### src/rtl/sum_serializer_if.sv
// Word-in / byte-out bundle of the sum serializer; master feeds sums and sinks bytes, slave is the serializer.
interface sum_serializer_if;
    logic [31:0] sum;
    logic        sum_valid;
    logic        sum_ready;
    logic [7:0]  tx_data;
    logic        tx_valid;
    logic        tx_ready;
    logic        tx_last;
    logic        busy;

    modport master (
        output sum, sum_valid, tx_ready,
        input  sum_ready, tx_data, tx_valid, tx_last, busy
    );

    modport slave (
        input  sum, sum_valid, tx_ready,
        output sum_ready, tx_data, tx_valid, tx_last, busy
    );
endinterface

### src/rtl/sum_serializer.sv
// Serializes a 32-bit sum into a 4-byte frame plus optional XOR trailer; first byte one cycle after capture.
// Bytes hold while tx_ready is low; no new sum is taken until the frame's last byte has gone.
module sum_serializer #(
    parameter bit LSB_FIRST = 1'b1,
    parameter bit CHECKSUM  = 1'b1
) (
    input  logic              clk,
    input  logic              reset,
    sum_serializer_if.slave   bus
);
    typedef enum logic {IDLE, SEND} state_e;

    localparam logic [2:0] LAST_IDX = CHECKSUM ? 3'd4 : 3'd3;

    state_e      state_q, state_d;
    logic [31:0] hold_q, hold_d;
    logic [2:0]  idx_q, idx_d;
    logic [7:0]  csum_q, csum_d;

    logic [1:0]  lane;
    logic [7:0]  cur_byte;
    logic        sum_ready_d;
    logic        tx_valid_d;
    logic        tx_last_d;
    logic        busy_d;
    logic [7:0]  tx_data_d;

    always_ff @(posedge clk) begin
        if (reset) begin
            state_q <= IDLE;
            hold_q  <= '0;
            idx_q   <= '0;
            csum_q  <= '0;
        end else begin
            state_q <= state_d;
            hold_q  <= hold_d;
            idx_q   <= idx_d;
            csum_q  <= csum_d;
        end
    end

    // Index 4 only exists with the trailer enabled, where it selects the checksum.
    always_comb begin
        lane     = LSB_FIRST ? idx_q[1:0] : (2'd3 - idx_q[1:0]);
        cur_byte = (idx_q == 3'd4) ? csum_q : hold_q[{lane, 3'b000} +: 8];
    end

    always_comb begin
        state_d     = state_q;
        hold_d      = hold_q;
        idx_d       = idx_q;
        csum_d      = csum_q;
        sum_ready_d = 1'b0;
        tx_valid_d  = 1'b0;
        tx_last_d   = 1'b0;
        busy_d      = 1'b0;
        tx_data_d   = 8'h00;

        case (state_q)
            IDLE: begin
                sum_ready_d = 1'b1;
                if (bus.sum_valid) begin
                    state_d = SEND;
                    hold_d  = bus.sum;
                    idx_d   = 3'd0;
                    csum_d  = bus.sum[7:0] ^ bus.sum[15:8] ^ bus.sum[23:16] ^ bus.sum[31:24];
                end
            end
            SEND: begin
                tx_valid_d = 1'b1;
                busy_d     = 1'b1;
                tx_data_d  = cur_byte;
                tx_last_d  = (idx_q == LAST_IDX);
                if (bus.tx_ready) begin
                    idx_d = idx_q + 3'd1;
                    if (idx_q == LAST_IDX) begin
                        state_d = IDLE;
                    end
                end
            end
            default: state_d = IDLE;
        endcase

        // Reset silences every output immediately, not just after the edge.
        if (reset) begin
            sum_ready_d = 1'b0;
            tx_valid_d  = 1'b0;
            tx_last_d   = 1'b0;
            busy_d      = 1'b0;
            tx_data_d   = 8'h00;
        end
    end

    assign bus.sum_ready = sum_ready_d;
    assign bus.tx_valid  = tx_valid_d;
    assign bus.tx_last   = tx_last_d;
    assign bus.busy      = busy_d;
    assign bus.tx_data   = tx_data_d;
endmodule

### src/flat_wrapper.sv
// flat-port wrapper written by rule: the top's interface ports become plain ports
module sum_serializer_flat 
#(
    parameter bit LSB_FIRST = 1'b1,
    parameter bit CHECKSUM  = 1'b1
)
  (clk, reset, bus_sum, bus_sum_valid, bus_tx_ready, bus_sum_ready, bus_tx_data, bus_tx_valid, bus_tx_last, bus_busy);
  sum_serializer_if bus_i ();
  input  logic clk;
  input  logic reset;
  input wire logic [$bits(bus_i.sum)-1:0] bus_sum;
  input wire logic [$bits(bus_i.sum_valid)-1:0] bus_sum_valid;
  input wire logic [$bits(bus_i.tx_ready)-1:0] bus_tx_ready;
  output wire logic [$bits(bus_i.sum_ready)-1:0] bus_sum_ready;
  output wire logic [$bits(bus_i.tx_data)-1:0] bus_tx_data;
  output wire logic [$bits(bus_i.tx_valid)-1:0] bus_tx_valid;
  output wire logic [$bits(bus_i.tx_last)-1:0] bus_tx_last;
  output wire logic [$bits(bus_i.busy)-1:0] bus_busy;
  assign bus_i.sum = bus_sum;
  assign bus_i.sum_valid = bus_sum_valid;
  assign bus_i.tx_ready = bus_tx_ready;
  assign bus_sum_ready = bus_i.sum_ready;
  assign bus_tx_data = bus_i.tx_data;
  assign bus_tx_valid = bus_i.tx_valid;
  assign bus_tx_last = bus_i.tx_last;
  assign bus_busy = bus_i.busy;
  sum_serializer #(.LSB_FIRST(LSB_FIRST), .CHECKSUM(CHECKSUM)) u_core (.clk(clk), .reset(reset), .bus(bus_i));
endmodule
### config.mk
export PLATFORM = sky130hd
export DESIGN_NAME = sum_serializer_flat
export DESIGN_NICKNAME = d
export VERILOG_FILES = /design/src/rtl/sum_serializer_if.sv /design/src/rtl/sum_serializer.sv /design/src/flat_wrapper.sv
export SDC_FILE = /design/constraint.sdc
export NUM_CORES = 1
export LEC_CHECK = 0
export ABC_AREA = 1
export ABC_CLOCK_PERIOD_IN_PS = 2500
export CAP_MARGIN = 15
export CORE_ASPECT_RATIO = 2
export CORE_MARGIN = 8
export CORE_UTILIZATION = 40
export CTS_CLUSTER_DIAMETER = 150
export DETAILED_ROUTE_END_ITERATION = 8
export PLACE_DENSITY = 0.7
export SYNTH_ARGS = -nofsm -noshare
export SYNTH_HDL_FRONTEND = slang
export SYNTH_SLANG_ARGS = --single-unit
export TNS_END_PERCENT = 30
### constraint.sdc
create_clock -name clk -period 2.5 [get_ports clk]
set_input_delay 0.625 -clock clk [delete_from_list [all_inputs] [get_ports clk]]
set_output_delay 0.625 -clock clk [all_outputs]
set_load 0.05 [all_outputs]
# Word level (Yosys, flattened, before mapping)

Cells that the tools add are included.

Output and inout bits: 12
Register bits after elaboration: 44
Bits of input ports: 36

Mux-type cells: 16
Eq/ne operators: 3
Reduce and logical (&&, ||, !) cells: 2
Add/subtract/negate cells: 1
Bitwise operators: 4
Shift operators: 1

Operator list:

| cell                | count |
|---|---|
| $shiftx 32x6->8     | 1 |
| $mux 8              | 3 |
| $xor 8x8->8         | 3 |
| $mux 1              | 9 |
| $mux 3              | 2 |
| $pmux 3 s2          | 1 |
| $ne 2x2->1 const B  | 2 |
| $reduce_and 2->1    | 2 |
| $add 3x1->3 const B | 1 |
| $eq 3x3->1 const B  | 1 |
| $pmux 1 s2          | 1 |
| $not 1->1           | 1 |

# Depth between registers and ports, before layout

Gate-level depths: netlist (run 1).

Word-level depth: 4
Depth in mapped cells: 9

# Worst setup path after synthesis (run 1)

No wires, ideal clock.

Path kind: input-to-output
From: input reset
To: output bus_tx_data[0]
Cell stages on the path: 5
Arrival time: 1907 ps
Slack: -32 ps
Cells stage by stage: inv_2 > nand2_1 > inv_2 > nand2_2 > o21ai_1

Longest elaborated chain between the ends: 1

Ends and longest elaborated chain:

| item               | RTL line             | text |
|---|---|---|
| start: declaration | flat_wrapper.sv:10   | `input logic reset;` |
| $mux 8             | sum_serializer.sv:85 | `if (reset) begin` |
| end: declaration   | flat_wrapper.sv:15   | `output wire logic [$bits(bus_i.tx_data)-1:0] bus_tx_data;` |

Every way passes these cells.

# Worst setup path in the final report (run 1)

From: register u_core.idx_q[0]
To: output bus_tx_data[0]

Longest elaborated chain between the ends: 4
Elaborated cells between the ends (all ways): 5

Ends and longest elaborated chain:

| item                                                 | RTL line             | text |
|---|---|---|
| start: declaration                                   | sum_serializer.sv:17 | `logic [2:0] idx_q, idx_d;` |
| start signal: assignment                             | sum_serializer.sv:37 | `idx_q <= idx_d;` |
| $shiftx 32x6->8 / $eq 3x3->1 (equally long branches) | sum_serializer.sv:45 | `cur_byte = (idx_q == 3'd4) ? csum_q : hold_q[{lane, 3'b000} +: 8];` |
| $mux 8 (*)                                           | sum_serializer.sv:45 |  |
| $mux 8 (*)                                           | sum_serializer.sv:59 | `case (state_q)` |
| $mux 8 (*)                                           | sum_serializer.sv:85 |  |

Every way passes the cells marked *; elsewhere a longest branch is shown, timed or not.

==> load_flow_metrics.sql, run 1 <==
INSERT INTO impl_metrics (metric_group, metric, value, unit) VALUES
('status', 'status', 'finished clean', ''),
('hold_path', 'min_to', 'u_core.idx_q[2]$_SDFFE_PP0P_', ''),
('finish', 'utilization', '0.5494', ''),
('floorplan', 'die-area', '0.009356', 'mm^2'),
('timing', 'fin_crit_sh', '0.9259', ''),
('yosys', 'syn_area', '0.002555', 'mm^2'),
('yosys', 'synth-warning-count', '0', ''),
('timing', 'fmaxAchievable', '432.0', 'MHz'),
('clocking', 'clkLatencyLatePin', '0.28', 'ns'),
('routing', 'route.detailed.vias_per_inst', '4.803', ''),
('setup_path', 'crit_family', 'buffers and inverters', ''),
('setup_path', 'cp_slowest_cell', 'dfxtp_1', ''),
('setup_path', 'timing.rr.end', 'u_core.hold_q[13]$_SDFFE_PP0P_', ''),
('setup_path', 'critical_register_to_register_path_startpoint', 'u_core.state_q$_SDFF_PP0_', ''),
('timing', 'tightest_slew', '0.4089', 'ns'),
('finish', 'finish.instance_area', '0.003438', 'mm^2'),
('clocking', 'cts_root_buf', 'clkbuf_16', ''),
('pwr', 'vdd_drop_max', '0.3696', 'mV'),
('clocking', 'cts_hold_buffers', '0', ''),
('yosys', 'synthesis.instances', '405', ''),
('timing', 'timing.final.hold_violations', '0', ''),
('placement', 'portBuffers', '47', ''),
('clocking', 'cts-root-to-sink-buffers', '2', ''),
('hold_path', 'holdCritPathClass', 'reg2reg', ''),
('yosys', 'number_of_synthesized_flops_with_an_enable_pin', '0', ''),
('setup_path', 'critical_path_source_type', 'flip-flop', ''),
('clocking', 'htree_levels', '2', ''),
('setup_path', 'count_of_buffer_and_inverter_cells_on_the_critical_path', '4', ''),
('grt', 'grt_antenna_before_repair', '0', ''),
('yosys', 'ys.flop_type', 'dfxtp_1', ''),
('timing', 'layout_setup_ws', '0.1852', 'ns'),
('setup_path', 'worst-endpoint-required', '1.88', 'ns'),
('yosys', 'ys_seq_area_frac', '0.3448', ''),
('finish', 'filler_cell_count', '613', ''),
('grt', 'met1_usage', '0.1443', ''),
('yosys', 'synth.top_cell.area_share', '0.3448', ''),
('finish', 'final-seq-area', '880.8', 'um^2'),
('yosys', 'ys_types', '22', ''),
('finish', 'fin_nets', '490', ''),
('clocking', 'cts.clk_slew.worst_paths', '0.06', 'ns'),
('yosys', 'synth.top_cells.by_count', 'nand2_1 (137), inv_1 (60), dfxtp_1 (44), a21oi_1 (36), o21ai_0 (30)', ''),
('timing', 'timing.final.max_slew_violations', '0', ''),
('grt', 'gr-total-overflow', '0', ''),
('finish', 'num_antenna_cells', '0', ''),
('routing', 'wirelength', '6.388', 'mm'),
('grt', 'grt_busiest_layer', 'met2', ''),
('timing', 'final_worst_clock_skew', '0.002620', 'ns'),
('routing', 'ant_nets', '0', ''),
('yosys', 'yosys_register_bits', '44', ''),
('setup_path', 'crit_path_frequent_cell', 'buf_12', ''),
('finish', 'final_layout_size_suffix_gt1_frac', '0.1413', ''),
('timing', 'rsz0062_at_grt', 'false', ''),
('finish', 'multiInputGateArea', '0.001375', 'mm^2'),
('setup_path', 'slowest_delay', '0.36', 'ns'),
('yosys', 'synth.area.top_cells', 'dfxtp_1 (34%), nand2_1 (20%), inv_1 (8.8%), a21oi_1 (7.1%), o21ai_0 (5.9%)', ''),
('routing', 'remaining_drc_errors', '0', ''),
('floorplan', 'floorplan.core_area', '0.006259', 'mm^2'),
('yosys', 'syn-num-nets', '443', ''),
('job', 'cap_viol_max_count', '0', ''),
('floorplan', 'initial_util', '0.4082', ''),
('floorplan', 'horizontal_die_dimension', '72.51', 'um'),
('timing', 'final_period_minus_worst_setup_slack', '2.315', 'ns'),
('timing', 'slew-limit-headroom', '0.7274', ''),
('routing', 'detail_route.wl_per_cell', '11.85', 'um'),
('routing', 'vias', '2589', ''),
('finish', 'area_delta_synth_final', '34.57', '%'),
('timing', 'setup_viol', '0', ''),
('routing', 'drt_first_pass_iters', '4', ''),
('floorplan', 'pin_count', '48', ''),
('placement', 'preCtsSetupSlack', '-0.1073', 'ns'),
('pwr', 'total_leakage_power', '1.697', 'nW');
-- layer usage --
metal | part of all wire | vias to the layer above
li1 | - | 1358
met1 | 0.38 | 1159
met2 | 0.56 | 61
met3 | 0.040 | 11
met4 | 0.025 | 0
met5 | 0 | -
-- final cells by class --
cell class,instances,share of cell area
clock buffers,8,0.04258
inverters,66,0.07205
multi-input cells,278,0.3999
flip-flops and latches,44,0.2562
well taps,86,0.03130
repair buffers,57,0.1980
-- flip-flops by register name, summed over array words and instances (netlist names) --
| name | cells |
|---|---|
| u_core.csum_q | 8 |
| u_core.hold_q | 32 |
| u_core.idx_q | 3 |
| u_core.state_q | 1 |
-- timing repair --
| item | in CTS | in global routing |
|---|---|---|
| setup endpoints to repair | 8 | 9 |
| pin swaps | 1 | 1 |
| buffers inserted | 1 | 0 |
| gates resized for setup | 13 | 3 |
-- through the flow --
step	TNS (ns)	hold slack (ns)	instances
2_1_floorplan	-0.2583	0.4279	405
3_3_place_gp	-0.6140	0.4449	530
3_5_place_dp	-0.6518	0.4504	530
4_1_cts	0	0.4591	539
5_1_grt	0	0.4844	539
6_report	0	0.4579	539
-- how the worst max path moves through the flow --
stage / start / to / depth (start not counted) / slack, ns
floorplan: reset / bus_tx_data[0] / 5 / -0.03
global placement: reset / bus_tx_data[5] / 7 / -0.09
finish: u_core.idx_q[0]$_SDFFE_PP0P_ / bus_tx_data[0] / 9 / 0.19
CTS: reset / bus_tx_data[3] / 7 / 0.007
global route: u_core.idx_q[1]$_SDFFE_PP0P_ / bus_tx_data[1] / 9 / 0.1
detailed placement: reset / bus_tx_data[5] / 7 / -0.11
-- kinds of logic (layout without fill, tap and decap cells) --
family	count (synthesis)	in the layout	share of synthesized area
simple gates	193	193	0.3266
compound gates	83	83	0.1743
buf+inv	83	131	0.1445
fa+ha+maj	2	2	0.009793
flops	44	44	0.3448
-- report_power, final --
group          internal (mW)  switching, mW  total, mW
combinational          0.164          0.217      0.381
sequential             0.755         0.0254      0.780
clock                  0.398          0.251      0.649
total                   1.32          0.493       1.81
-- layout by cell type, fill, tap and decap left out, types with 3 or more instances in the layout --
| cell type | n |
|---|---|
| o21ai_4 | 3 |
| o21ai_0 | 30 |
| nor2_1 | 19 |
| nand3_2 | 10 |
| o21ai_2 | 9 |
| clkbuf_16 | 5 |
| a21oi_1 | 36 |
| inv_2 | 5 |
| buf_12 | 13 |
| nand3_1 | 23 |
| nand2_1 | 136 |
| clkdlybuf4s50_1 | 34 |
| dfxtp_1 | 44 |
| a21oi_2 | 4 |
| inv_1 | 60 |
| buf_4 | 9 |
-- worst register-to-register path: stages, from the launching register on --
cell and delay, ns:
dfxtp_1 0.35, inv_2 0.07, nand2_2 0.15, inv_2 0.10
buf_4 0.31, nand2_1 0.19, o21ai_0 0.19
Note: power is estimated with default switching activity, not from simulation.
==> inputs of run 2 (changes only) <==
- CORE_UTILIZATION: 40 -> 52
- PLACE_DENSITY: 0.7 -> 0.86
==> run 2 against run 1 <==
Routed wire length decreased by 1.2%. Combinational power increased by 3%. Sequential share of layout area increased by 0.42 points. Setup slack got worse by 0.024 ns. Fmax decreased by 1.0%. Largest power group unchanged.
==> load_flow_metrics.sql, run 2 (synthesis gave the netlist of run 1 again) <==
INSERT INTO impl_metrics (metric_group, metric, value, unit) VALUES
('timing', 'rsz0062_at_grt', 'false', ''),
('setup_path', 'timing.rr.end', 'u_core.hold_q[26]$_SDFFE_PP0P_', ''),
('grt', 'gr-total-overflow', '0', ''),
('floorplan', 'die-area', '0.007549', 'mm^2'),
('setup_path', 'reg2regPathDepth', '6', ''),
('setup_path', 'worst-r2r-setup-slack', '1.17', 'ns'),
('grt', 'wire_length_of_the_first_global_routing_pass', '11.09', 'mm'),
('routing', 'detail_route.wl_per_cell', '12.33', 'um'),
('finish', 'final_cell_mix', 'nand2_1 (136), inv_1 (60), dfxtp_1 (44), a21oi_1 (36), clkdlybuf4s50_1 (34)', ''),
('finish', 'final_layout_size_suffix_gt1_frac', '0.1473', ''),
('routing', 'drt_iter0_markers', '126', ''),
('floorplan', 'floorplan.core_area', '0.004820', 'mm^2'),
('hold_path', 'min_to', 'u_core.idx_q[2]$_SDFFE_PP0P_', ''),
('setup_path', 'timing.critical_path.to_type', 'output pin', ''),
('setup_path', 'worst-endpoint-required', '1.88', 'ns'),
('timing', 'final_worst_clock_skew', '0.009866', 'ns'),
('pwr', 'finalPower', '1.631', 'mW'),
('clocking', 'numCtsBuffers', '5', ''),
('finish', 'area_delta_synth_final', '32.42', '%'),
('setup_path', 'criticalPathCategory', 'reg2out', ''),
('routing', 'vias', '2654', ''),
('floorplan', 'horizontal_die_dimension', '65.57', 'um'),
('timing', 'timing.final.hold_violations', '0', ''),
('clocking', 'cts_hold_buffers', '0', ''),
('floorplan', 'pin_count', '48', ''),
('clocking', 'htree_levels', '2', ''),
('placement', 'dp_cells', '502', ''),
('timing', 'final_period_minus_worst_setup_slack', '2.339', 'ns'),
('clocking', 'clkLatencyLatePin', '0.30', 'ns'),
('placement', 'half_perimeter_wire_length_of_the_detailed_placement_result', '4.605', 'mm'),
('timing', 'slew-limit-headroom', '0.7823', ''),
('pwr', 'total_leakage_power', '1.694', 'nW'),
('hold_path', 'timing.hold.worst.start', 'u_core.idx_q[2]$_SDFFE_PP0P_', ''),
('routing', 'route.detailed.vias_per_inst', '5.184', ''),
('finish', 'final_common_cell', 'nand2_1', ''),
('routing', 'drt_first_pass_iters', '4', ''),
('setup_path', 'critPathLaunch', 'u_core.idx_q[1]$_SDFFE_PP0P_', ''),
('pwr', 'vdd_drop_max', '0.4092', 'mV'),
('pwr', 'power.density', '482.0', 'mW/mm^2'),
('finish', 'num_antenna_cells', '0', ''),
('routing', 'wirelength', '6.311', 'mm'),
('finish', 'largest_registers', 'u_core.hold_q (32), u_core.csum_q (8), u_core.idx_q (3)', ''),
('setup_path', 'cp_slowest_cell', 'dfxtp_1', ''),
('setup_path', 'critPathArrivalTime', '1.71', 'ns'),
('hold_path', 'worstHoldPathCells', '1', ''),
('grt', 'grt_antenna_before_repair', '0', ''),
('clocking', 'cts-root-to-sink-buffers', '2', ''),
('setup_path', 'sequence_of_cells_on_the_critical_path', 'clkinv_1 > ha_1 > nand2_1 > inv_1 > nor2_4 > buf_12 > nand3_1 > o21ai_4 > buf_12', ''),
('timing', 'timing.final.max_slew_violations', '0', ''),
('finish', 'finish.instance_area', '0.003383', 'mm^2'),
('job', 'cap_viol_max_count', '0', ''),
('grt', 'first_global_vias', '2709', ''),
('finish', 'largest_register_ff_count', '32', ''),
('grt', 'grtUsageTotal', '0.1811', ''),
('clocking', 'cts.sinks', '44', ''),
('routing', 'remaining_drc_errors', '0', ''),
('floorplan', 'chipHeight', '115.1', 'um'),
('floorplan', 'placement_rows', '36', ''),
('placement', 'portBuffers', '47', ''),
('setup_path', 'crit_path_frequent_cell', 'buf_12', ''),
('status', 'status', 'finished clean', ''),
('clocking', 'cts_root_buf', 'clkbuf_8', ''),
('timing', 'fmaxAchievable', '427.6', 'MHz'),
('finish', 'registers.top_by_ff_count', 'u_core.hold_q', ''),
('setup_path', 'slowest_delay', '0.34', 'ns'),
('timing', 'setup_viol', '0', ''),
('grt', 'pin_count_of_the_biggest_net_entering_global_routing', '32', ''),
('placement', 'placedInstanceArea', '0.003196', 'mm^2'),
('finish', 'utilization', '0.7020', ''),
('setup_path', 'critical_register_to_register_path_startpoint', 'u_core.state_q$_SDFF_PP0_', ''),
('floorplan', 'initial_util', '0.5301', ''),
('routing', 'ant_nets', '0', ''),
('timing', 'fin_crit_sh', '0.9355', ''),
('placement', 'gp_routability_congestion', '0.8038', ''),
('clocking', 'tritoncts', 'yes', ''),
('timing', 'hold_ws', '0.4643', 'ns'),
('timing', 'tightest_slew', '0.3261', 'ns'),
('clocking', 'cts.clk_slew.worst_paths', '0.09', 'ns'),
('setup_path', 'worst-path-max-fanout', '5', ''),
('finish', 'fin_nets', '492', ''),
('finish', 'fin_cells', '512', ''),
('hold_path', 'holdCritPathClass', 'reg2reg', ''),
('setup_path', 'critical_path_source_type', 'flip-flop', '');
run 2: changes by cell type in the layout (fill, tap and decap cells not counted), sizes merged:
cell,before,now
buf,22,24
clkinv,1,3
clkbuf,8,6
run 2: cell type report:
type	count	area [um^2]
inverters	66	247.7
flip-flops and latches	44	880.8
multi-input cells	278	1370
repair buffers	59	720.7
clock buffers	6	82.58
well taps	57	71.32
clock inverters	2	10.01
fillers	379	1436
run 2: worst max path at each step:
stage / end / slack [ns] / cells past startpoint
after global routing: bus_tx_data[3] / 0.05 / 9
after floorplan: bus_tx_data[0] / -0.03 / 5
after CTS: bus_tx_data[0] / 0.003 / 8
after global placement: bus_tx_data[0] / -0.08 / 7
final: bus_tx_data[0] / 0.16 / 9
after detailed placement: bus_tx_data[0] / -0.10 / 7
run 2: power by group:
part	total (mW)	switching (mW)	internal, mW
Clock	0.461	0.240	0.221
Sequential	0.778	0.0250	0.753
Combinational	0.391	0.219	0.172
run 2: repair_timing:
action	in CTS	in global routing
setup endpoints to repair	8	9
pin swaps	1	1
resized for setup	13	2
setup buffers	2	0
run 2: per-layer routing:
metal / wire, um / GRT usage / vias to the layer above
met5: 0 / 0 / -
met4: 114 / 0.08651 / 0
met3: 345 / 0.04000 / 8
met2: 3533 / 0.3410 / 73
met1: 2317 / 0.1765 / 1218
li1: - / - / 1355
run 2: worst max-delay path: cells and delay by family, from the launching register on:
| kind | cells | cell delay [ns] |
|---|---|---|
| and+or+nand+nor | 3 | 0.33 |
| buffers and inverters | 4 | 0.48 |
| adders and majority gates | 1 | 0.18 |
| DFF | 1 | 0.34 |
| AOI/OAI and AO/OA | 1 | 0.10 |
run 2: stage by stage:
step	setup TNS (ns)	setup slack (ns)
5_1_grt	0	0.04556
4_1_cts	0	0.003294
6_report	0	0.1612
3_3_place_gp	-0.5041	-0.08481
3_5_place_dp	-0.6588	-0.1030
2_1_floorplan	-0.2583	-0.03228
==> inputs of run 3 (changes only) <==
- TNS_END_PERCENT: 30 -> default
==> results of run 3 <==
The final DEF is identical to that of run 2; final timing and power are the same.
